[src/rtl/sram_rd_stream.sv]
// Streams a contiguous SRAM address range out of the macro read port
// into a credit-protected FWFT FIFO with a valid/ready interface.
module sram_rd_stream #(
    parameter int DATA_W     = 128,
    parameter int ADDR_W     = 11,
    parameter int DEPTH      = 1296,
    parameter int LEN_W      = 12,
    parameter int FIFO_DEPTH = 4
) (
    input  logic              CE,
    input  logic              RSTB,
    input  logic              START,
    input  logic [ADDR_W-1:0] BASE,
    input  logic [LEN_W-1:0]  LEN,
    output logic              BUSY,
    output logic              DONE,
    output logic [ADDR_W-1:0] A1,
    output logic              CSB1,
    output logic              OEB1,
    input  logic [DATA_W-1:0] O1,
    output logic [DATA_W-1:0] M_DATA,
    output logic              M_VALID,
    input  logic              M_READY
);
    localparam int PTR_W = $clog2(FIFO_DEPTH);
    localparam int CNT_W = PTR_W + 1;
    localparam logic [ADDR_W-1:0] LAST_ADDR = ADDR_W'(DEPTH - 1);
    localparam logic [CNT_W-1:0] FIFO_FULL = CNT_W'(FIFO_DEPTH);

    typedef enum logic [1:0] {
        IDLE  = 2'd0,
        ISSUE = 2'd1,
        DRAIN = 2'd2
    } state_t;

    state_t state_q, state_d;
    logic [ADDR_W-1:0] addr_q, addr_d;
    logic [ADDR_W-1:0] a1_q, a1_d;
    logic [LEN_W-1:0] iss_rem_q, iss_rem_d;
    logic [LEN_W-1:0] pop_rem_q, pop_rem_d;
    logic csb_q, csb_d;
    logic done_q, done_d;
    logic v1_q, v1_d;
    logic v2_q, v2_d;
    logic [PTR_W-1:0] wr_ptr_q, wr_ptr_d;
    logic [PTR_W-1:0] rd_ptr_q, rd_ptr_d;
    logic [CNT_W-1:0] cnt_q, cnt_d;
    logic [DATA_W-1:0] mem_q [FIFO_DEPTH];

    logic push, pop, credit;
    logic [CNT_W:0] occ;

    always_comb begin
        state_d   = state_q;
        addr_d    = addr_q;
        a1_d      = a1_q;
        iss_rem_d = iss_rem_q;
        pop_rem_d = pop_rem_q;
        csb_d     = 1'b1;
        done_d    = 1'b0;
        v1_d      = 1'b0;
        v2_d      = v1_q;
        wr_ptr_d  = wr_ptr_q;
        rd_ptr_d  = rd_ptr_q;
        cnt_d     = cnt_q;

        push = v2_q;
        pop  = (cnt_q != '0) && M_READY;
        // Credit counts reads still in the macro pipeline, not just stored words
        occ = {1'b0, cnt_q} + {{CNT_W{1'b0}}, v1_q} + {{CNT_W{1'b0}}, v2_q};
        credit = occ < {1'b0, FIFO_FULL};

        unique case (state_q)
            IDLE: begin
                if (START) begin
                    if (LEN != '0) begin
                        addr_d    = BASE;
                        iss_rem_d = LEN;
                        pop_rem_d = LEN;
                        state_d   = ISSUE;
                    end else begin
                        done_d = 1'b1;
                    end
                end
            end
            ISSUE: begin
                if (credit) begin
                    csb_d     = 1'b0;
                    v1_d      = 1'b1;
                    a1_d      = addr_q;
                    addr_d    = (addr_q == LAST_ADDR) ? '0 : addr_q + ADDR_W'(1);
                    iss_rem_d = iss_rem_q - LEN_W'(1);
                    if (iss_rem_q == LEN_W'(1)) state_d = DRAIN;
                end
            end
            DRAIN: begin
            end
            default: state_d = IDLE;
        endcase

        if (state_q != IDLE && pop) begin
            pop_rem_d = pop_rem_q - LEN_W'(1);
            if (pop_rem_q == LEN_W'(1)) begin
                done_d  = 1'b1;
                state_d = IDLE;
            end
        end

        if (push) wr_ptr_d = wr_ptr_q + PTR_W'(1);
        if (pop) rd_ptr_d = rd_ptr_q + PTR_W'(1);
        if (push && !pop) cnt_d = cnt_q + CNT_W'(1);
        if (!push && pop) cnt_d = cnt_q - CNT_W'(1);
    end

    always_ff @(posedge CE or negedge RSTB) begin
        if (!RSTB) begin
            state_q   <= IDLE;
            addr_q    <= '0;
            a1_q      <= '0;
            iss_rem_q <= '0;
            pop_rem_q <= '0;
            csb_q     <= 1'b1;
            done_q    <= 1'b0;
            v1_q      <= 1'b0;
            v2_q      <= 1'b0;
            wr_ptr_q  <= '0;
            rd_ptr_q  <= '0;
            cnt_q     <= '0;
        end else begin
            state_q   <= state_d;
            addr_q    <= addr_d;
            a1_q      <= a1_d;
            iss_rem_q <= iss_rem_d;
            pop_rem_q <= pop_rem_d;
            csb_q     <= csb_d;
            done_q    <= done_d;
            v1_q      <= v1_d;
            v2_q      <= v2_d;
            wr_ptr_q  <= wr_ptr_d;
            rd_ptr_q  <= rd_ptr_d;
            cnt_q     <= cnt_d;
        end
    end

    always_ff @(posedge CE) begin
        if (push) mem_q[wr_ptr_q] <= O1;
    end

    assign BUSY    = (state_q != IDLE);
    assign DONE    = done_q;
    assign A1      = a1_q;
    assign CSB1    = csb_q;
    assign OEB1    = 1'b0;
    assign M_VALID = (cnt_q != '0);
    assign M_DATA  = M_VALID ? mem_q[rd_ptr_q] : '0;

`ifndef SYNTHESIS
    a_no_overflow: assert property (
        @(posedge CE) disable iff (!RSTB)
        !(push && (cnt_q == FIFO_FULL) && !pop)
    );
`endif
endmodule

[config.mk]
export PLATFORM = sky130hd
export DESIGN_NAME = sram_rd_stream
export DESIGN_NICKNAME = d
export VERILOG_FILES = /design/src/rtl/sram_rd_stream.sv
export SDC_FILE = /design/constraint.sdc
export NUM_CORES = 1
export LEC_CHECK = 0
export CAP_MARGIN = 20
export CORE_MARGIN = 10
export CORE_UTILIZATION = 55
export CTS_CLUSTER_DIAMETER = 100
export DETAILED_ROUTE_END_ITERATION = 10
export HOLD_SLACK_MARGIN = 0.1
export MAX_ROUTING_LAYER = met4
export PLACE_DENSITY = 0.8
export SETUP_SLACK_MARGIN = 0.4
export SLEW_MARGIN = 20
export SYNTH_ARGS = -nofsm -noshare
export SYNTH_HDL_FRONTEND = slang
export SYNTH_SLANG_ARGS = --single-unit
[constraint.sdc]
create_clock -name CE -period 10.6 [get_ports CE]
set_input_delay 2.12 -clock CE [delete_from_list [all_inputs] [get_ports CE]]
set_output_delay 2.12 -clock CE [all_outputs]
set_load 0.01 [all_outputs]
# Word-level counts from Yosys, hierarchy flattened

Memories as Yosys holds them, arrays and structs flattened.
Cells that the tools add are included.

Bits in registers: 59
Memory bits (writable): 512
Input bits: 155
Output and inout bits: 144
Word-level logic and storage cells: 81
Memories kept: 1

$add $sub $neg: 9
Order comparisons: 1
Equal/unequal tests: 8
Multiplexer cells: 32
Reductions and logical operators: 18

Memory list:

| memory | depth | width | read ports | clocked after Yosys merged registers in | write ports | line | RTL |
|---|---|---|---|---|---|---|---|
| mem_q  | 4     | 128   | 1          | 0                                       | 1           | 48   | `logic [DATA_W-1:0] mem_q [FIFO_DEPTH];` |

Operator list:

| cell                                                        | count |
|---|---|
| two-way mux 128 bit                                         | 1 |
| two-way mux 12 bit                                          | 5 |
| two-way mux 11 bit                                          | 4 |
| == test 12 x 1 -> 1 bit (second input constant)             | 2 |
| one-hot mux 12 bit (2 select lines)                         | 1 |
| subtractor 12 x 1 -> 12 bit (second input constant)         | 2 |
| one-hot mux 11 bit (2 select lines)                         | 1 |
| two-way mux 2 bit                                           | 6 |
| nonzero test 12 bit                                         | 1 |
| nonzero test 2 bit                                          | 6 |
| adder 11 x 1 -> 11 bit (second input constant)              | 1 |
| == test 11 bit (second input constant)                      | 1 |
| two-way mux 1 bit                                           | 11 |
| two-way mux 3 bit                                           | 2 |
| != test 2 bit (second input constant)                       | 3 |
| one-hot mux 2 bit (3 select lines)                          | 1 |
| adder 2 x 1 -> 2 bit (second input constant)                | 2 |
| adder 3 x 1 -> 4 bit                                        | 1 |
| adder 4 x 1 -> 4 bit                                        | 1 |
| logical AND 1 bit                                           | 4 |
| less-than comparator 4 x 3 -> 1 bit (second input constant) | 1 |
| AND reduction 4 bit                                         | 1 |
| adder 3 x 1 -> 3 bit (second input constant)                | 1 |
| AND reduction 3 bit                                         | 1 |
| 7 further kinds                                             | 8 |

# Longest topological paths before layout

Gate-level depths: netlist (run 1).

Depth in word-level cells: 7
Mapped depth: 8
Depth with buffers taken out: 7

# Worst setup path after synthesis (run 1)

No wires, ideal clock.

Kind: register to register
From: register wr_ptr_q[0]
To: memory mem_q[0][0], enable pin
Data arrival time: 3.559 ns
Data required time: 10.098 ns
Path slack: 6.540 ns
Cell stages (with the launch flop): 4
Path buffers: 0
Clock period less this slack: 4.060 ns
Cells stage by stage: dfrtp_1 inv_1 ha_1 and2_1

RTL lines:

| element                  | line | RTL |
|---|---|---|
| start: declaration       | 45   | `logic [PTR_W-1:0] wr_ptr_q, wr_ptr_d;` |
| start signal: assignment | 139  | `wr_ptr_q <= wr_ptr_d;` |
| end: declaration         | 48   |  |

No word-level cell before the write port.

# Worst setup path in the final report (run 1)

From: register rd_ptr_q[0]
To: output port M_DATA[97]

Word-level cells in the longest chain between the ends: 2

RTL lines:

| element                  | line | RTL |
|---|---|---|
| start: declaration       | 46   | `logic [PTR_W-1:0] rd_ptr_q, rd_ptr_d;` |
| start signal: assignment | 140  | `rd_ptr_q <= rd_ptr_d;` |
| memory (4 x 128 bit)     | -    |  |
| two-way mux 128 bit      | 155  | `assign M_DATA = M_VALID ? mem_q[rd_ptr_q] : '0;` |
| end: declaration         | 21   | `output logic [DATA_W-1:0] M_DATA,` |

No other way between the ends.

==> flow_summary_export.csv, run 1 <==
group,metric,value,unit
power,comb_power_share,0.385,
clocking,cts.sinks,571,
power,finalPower,8.57,mW
power,cell_internal_pwr,5.86,mW
hold_path,min_from,"v1_q",
critical_path,path_buf_inv,3,
power,pwr-share-seq,0.397,
critical_path,critPathRequiredTime,8.48,ns
critical_path,critPathLaunch,"rd_ptr_q[0]",
final_layout,layout-drive-gt1-share,0.152,
power,peakVddDrop,207,uV
floorplan,io_pins,299,
power,power_frac_clock,0.217,
critical_path,critPathSlowestCell,"dfrtp_4",
logic_synthesis,netlist_area,0.0226,mm^2
clocking,cts_tree,"done",
clocking,cts_setup_buffers,0,
flow_run,maxCapViolCount,0,
logic_synthesis,ys_types,63,
timing,tightest_slew,1.08,ns
route,drt-total-wl,51300,um
global_routing,grt_pass1_wl,77900,um
clocking,path_clk_slew,0.06,ns
final_layout,finalNonFillerCells,2070,
route,wire_per_inst,24.8,um
clocking,cts_hold_buf,0,
final_layout,final_core_util,0.683,
floorplan,initial_core_util,0.554,
logic_synthesis,synth_top_area_frac,0.681,
logic_synthesis,synth_top_area_cell,"edfxtp_1",
timing,period_share,0.579,
final_layout,syn_to_final_growth,23.3,%
hold_path,hp-class,"flop to flop",
global_routing,grt_pass1_vias,12700,
timing,max_clock_freq,163,MHz
critical_path,crit_chain,"buf_4 > buf_4 > mux4_2 > and2_1 > clkdlybuf4s50_1",
clocking,h-tree-depth,2,
logic_synthesis,yosysSeqAreaShare,0.747,
critical_path,critPathKind,"flop to output port",
timing,hold_viol,0,
logic_synthesis,synth_area_leaders,"edfxtp_1, mux4_2, dfrtp_1, and2_1, nand2_1",
timing,setup_tns,0,ns
logic_synthesis,syn_area_per_cell,19.2,um^2
placement,post-place-ws,4.97,ns
route,vias_per_cell,5.86,
route,drt_iter0_markers,1187,
logic_synthesis,ys_seq_elements,571,
timing,slew_headroom,0.279,
timing,period_minus_slack,6.13,ns
logic_synthesis,synth_nets,1345,
critical_path,slowest_delay,0.80,ns
timing,hold_slack,0.390,ns
global_routing,grt_max_degree,69,
power,switching_share,0.316,
timing,setup_ws,4.47,ns
clocking,cts_root_buffer,"clkbuf_16",
route,drc,0,
logic_synthesis,synth_common_cells,"edfxtp_1, and2_1, mux4_2",
global_routing,grt.total_usage,0.210,
critical_path,cpMostUsedCell,"buf_4",
logic_synthesis,synth_edf_count,512,
route,antenna_left,0,
global_routing,antenna_found_initial,12,
critical_path,r2r-start,"wr_ptr_q[1]",
floorplan,dieArea,0.0495,mm^2
logic_synthesis,synth_flop_cell,"edfxtp_1",
critical_path,critPathMaxFanout,34,
final_layout,final_area,0.0278,mm^2
critical_path,startpoint_type,"flop",
logic_synthesis,synth-warning-count,0,
placement,place.gp.congestion,0.847,
floorplan,die_w,223,um
power,power.leakage,9.31,nW
critical_path,critPathArrivalTime,4.01,ns
timing,drv_slew,0,
final_layout,nets,1649,
route,via_count,12100,
floorplan,rows,74,
global_routing,overflow,0,
clocking,clockBufferDepth,3,
logic_synthesis,syn_inst,1178,
placement,dp_hpwl,31100,um
logic_synthesis,synth.most_common_cell,"edfxtp_1",
critical_path,cp-end-kind,"output port",
placement,io_buffers,297,
logic_synthesis,async_flop_share,0.103,
clocking,cts_buffers,56,
power,p_per_area,308,mW/mm^2
floorplan,dieHeight,223,um
clocking,post_cts_resize_count,0,
power,p_switching,2.71,mW
outcome,status,"completed",
placement,placed_area,0.0261,mm^2
clocking,worst_skew_pair.late_latency,0.60,ns
placement,placed_cells,1956,
critical_path,cp_top_family,"buffers and inverters",
floorplan,core_area,0.0407,mm^2
route,first_pass_iters,5,
timing,rsz0062_at_grt,"no",
timing,setup_viol,0,
timing,finalClockSkew,0.0243,ns
final_layout,fillCellCount,2614,
[path summary, 6_finish.rpt]
| kind | end | slack [ns] | cells past startpoint |
|---|---|---|---|
| setup / recovery | M_DATA[97] | 4.47 | 5 |
| hold / removal | push | 0.39 | 0 |
| setup reg to reg | mem_q[1][89] | 7.80 | 4 |
| hold reg to reg | push | 0.39 | 0 |
| max in group asynchronous | rd_ptr_q[1] | 8.34 | 2 |
| min in group asynchronous | pop_rem_q[8] | 1.68 | 2 |
[flip-flops by register name (all words and copies together) (netlist names)]
register,count
A1,11
iss_rem_q,12
CSB1,1
wr_ptr_q,2
rd_ptr_q,2
pop_rem_q,12
push,1
state_q,2
cnt_q,3
mem_q,512
DONE,1
addr_q,11
v1_q,1
[layout make-up]
type | instances | area [um^2] | share of cell area
clock buffers | 71 | 1500 | 0.0539
inverters | 18 | 67.6 | 0.00243
flip-flops and latches | 571 | 16900 | 0.606
clock inverters | 31 | 224 | 0.00805
repair buffers | 313 | 3090 | 0.111
multi-input cells | 522 | 5380 | 0.193
well taps | 532 | 666 | 0.0239
diodes | 12 | 30.0 | 0.00108
[layer usage]
metal  routed length (um)  GRT usage  vias up
met5                    0          -        -
met4                  860     0.0456        0
met3                 4340     0.0687       67
li1                     -          -     5344
met2                25900      0.333      446
met1                20200      0.261     6278
[kinds of logic (layout without fill, tap and decap cells)]
logic type | Yosys count | in the layout | share of synthesized area
adders and majority gates | 12 | 12 | 0.00699
other | 1 | 13 | 0.000166
AOI/OAI and AO/OA | 98 | 98 | 0.0317
xor gates and xnor gates | 6 | 6 | 0.00233
muxes | 128 | 128 | 0.128
DFF | 571 | 571 | 0.747
buffers and inverters | 85 | 433 | 0.0156
and+or+nand+nor | 277 | 277 | 0.0685
[cells in the final DEF, fill, tap and decap left out, types with 5 or more instances in the layout]
cell	instances
edfxtp_1	512
clkdlybuf4s50_1	296
and2_1	129
mux4_2	128
clkbuf_16	58
dfrtp_1	56
nand2_1	49
nand3_1	22
nor2_1	21
clkinv_1	18
inv_1	17
buf_4	16
clkbuf_1	13
diode_2	12
o21ai_0	11
nor3_1	11
ha_1	11
a22oi_1	10
o211ai_1	9
nor4_1	9
a21oi_1	8
and3_1	8
o22ai_1	7
clkinv_2	7
a31oi_1	6
a2bb2oi_1	6
o22a_1	5
[power by group through the flow]
stage | combinational, mW | clock, mW | sequential [mW]
floorplan | 1.90 | 0 | 3.35
global placement | 3.31 | 0 | 3.41
detailed placement | 3.33 | 0 | 3.45
CTS | 3.37 | 1.90 | 3.41
global route | 3.54 | 1.98 | 3.47
finish | 3.30 | 1.86 | 3.40
No activity file was read; power rests on OpenSTA's default activity.
==> run 2: changes to the inputs <==
==> constraint.sdc (replaced) <==
create_clock -name CE -period 6.1 [get_ports CE]
set_input_delay 1.22 -clock CE [delete_from_list [all_inputs] [get_ports CE]]
set_output_delay 1.22 -clock CE [all_outputs]
set_load 0.01 [all_outputs]
==> flow_summary_export.csv, run 2 (synthesis gave the netlist of run 1 again) <==
group,metric,value,unit
clocking,cts_root_buffer,"clkbuf_16",
floorplan,io_pins,299,
final_layout,layout-drive-gt1-share,0.161,
placement,post-place-ws,2.11,ns
clocking,clockBufferDepth,3,
timing,rsz0062_at_grt,"no",
route,drt_iter0_markers,1435,
timing,hold_slack,0.404,ns
clocking,cts_setup_buffers,0,
final_layout,mostFrequentLayoutCell,"edfxtp_1",
timing,drv_slew,0,
global_routing,antenna_found_initial,11,
flow_run,maxCapViolCount,0,
placement,io_buffers,297,
clocking,cts_tree,"done",
final_layout,regMostFlops,"mem_q",
critical_path,crit_chain,"inv_1 > nand3_4 > buf_4 > and2_1 > clkdlybuf4s50_1",
timing,period_share,0.747,
timing,setup_viol,0,
critical_path,r2r-start,"push",
floorplan,dieArea,0.0495,mm^2
critical_path,critPathKind,"flop to output port",
critical_path,cp_top_family,"buffers and inverters",
floorplan,rows,74,
critical_path,startpoint_type,"flop",
critical_path,critPathArrivalTime,3.34,ns
critical_path,path_buf_inv,3,
outcome,status,"completed",
global_routing,grt_pass1_vias,12800,
timing,slew_headroom,0.343,
final_layout,nets,1648,
clocking,post_cts_resize_count,0,
final_layout,largest_reg_flops,512,
hold_path,min_from,"v1_q",
route,first_pass_iters,5,
power,power.leakage,9.38,nW
route,via_count,12200,
power,cell_internal_pwr,10.4,mW
floorplan,die_w,223,um
final_layout,final_cell_mix,"edfxtp_1, clkdlybuf4s50_1, and2_1, mux4_2, clkbuf_16",
power,peakVddDrop,410,uV
clocking,h-tree-depth,2,
placement,dp_hpwl,31400,um
critical_path,slowest_delay,0.65,ns
route,drt-total-wl,52000,um
clocking,worst_skew_pair.late_latency,0.60,ns
power,pwr-share-seq,0.388,
critical_path,critPathLaunch,"cnt_q[0]",
route,antenna_left,0,
power,p_per_area,542,mW/mm^2
route,drc,0,
global_routing,overflow,0,
global_routing,grt_pass1_wl,78900,um
timing,finalClockSkew,0.0138,ns
final_layout,largest_registers,"mem_q: 512 flops, iss_rem_q: 12 flops, pop_rem_q: 12 flops",
power,power_frac_clock,0.228,
critical_path,critPathMaxFanout,70,
floorplan,initial_core_util,0.554,
clocking,cts.sinks,571,
critical_path,critPathRequiredTime,4.88,ns
power,comb_power_share,0.384,
timing,tightest_slew,0.986,ns
global_routing,grt_max_degree,74,
floorplan,dieHeight,223,um
route,vias_per_cell,5.89,
clocking,cts_hold_buf,0,
timing,setup_tns,0,ns
timing,setup_ws,1.54,ns
floorplan,core_area,0.0407,mm^2
global_routing,grt.total_usage,0.212,
timing,max_clock_freq,219,MHz
route,wire_per_inst,25.1,um
clocking,cts_buffers,55,
critical_path,cp-end-kind,"output port",
hold_path,hp-class,"flop to flop",
power,finalPower,15.2,mW
power,p_switching,4.79,mW
placement,place.gp.congestion,0.854,
clocking,path_clk_slew,0.06,ns
final_layout,syn_to_final_growth,24.2,%
timing,period_minus_slack,4.56,ns
timing,hold_viol,0,
power,switching_share,0.316,
critical_path,critPathSlowestCell,"buf_4",
## run 2: metrics by stage
step,std cells,utilization,instance area [um^2]
2_1_floorplan,1178,-,22600
3_5_place_dp,1956,0.641,26100
4_1_cts,2057,0.687,28000
3_3_place_gp,1956,0.641,26100
6_report,2070,0.688,28000
5_1_grt,2068,0.688,28000
## run 2: final timing paths
| kind | end | slack (ns) | depth (start not counted) |
|---|---|---|---|
| setup / recovery | M_DATA[80] | 1.54 | 5 |
| hold / removal | push | 0.40 | 0 |
| setup reg to reg | addr_q[5] | 2.86 | 6 |
| hold reg to reg | push | 0.40 | 0 |
| max in group asynchronous | rd_ptr_q[0] | 4.69 | 2 |
| min in group asynchronous | DONE | 0.80 | 2 |
## run 2: layout make-up
| cell class | count | area, um^2 |
|---|---|---|
| Fill cell | 2558 | 12700 |
| Timing Repair Buffer | 313 | 3150 |
| Antenna cell | 13 | 32.5 |
| Multi-Input combinational cell | 522 | 5380 |
| Sequential cell | 571 | 16900 |
| Tap cell | 532 | 666 |
| Inverter | 18 | 67.6 |
| Clock inverter | 35 | 377 |
| Clock buffer | 66 | 1480 |
## run 2: layer usage
layer,track usage,wire length [um],part of all wire
met1,0.259,19900,0.38
met4,0.0508,880,0.017
met5,-,0,0
met3,0.0718,4620,0.089
met2,0.338,26600,0.51
## run 2: power groups by stage
stage,clock network [mW],registers [mW],logic (mW)
2_1_floorplan,0,5.82,3.30
3_3_place_gp,0,5.87,5.81
3_5_place_dp,0,5.95,5.86
4_1_cts,3.52,5.89,5.92
5_1_grt,3.67,6.00,6.24
6_report,3.46,5.89,5.83
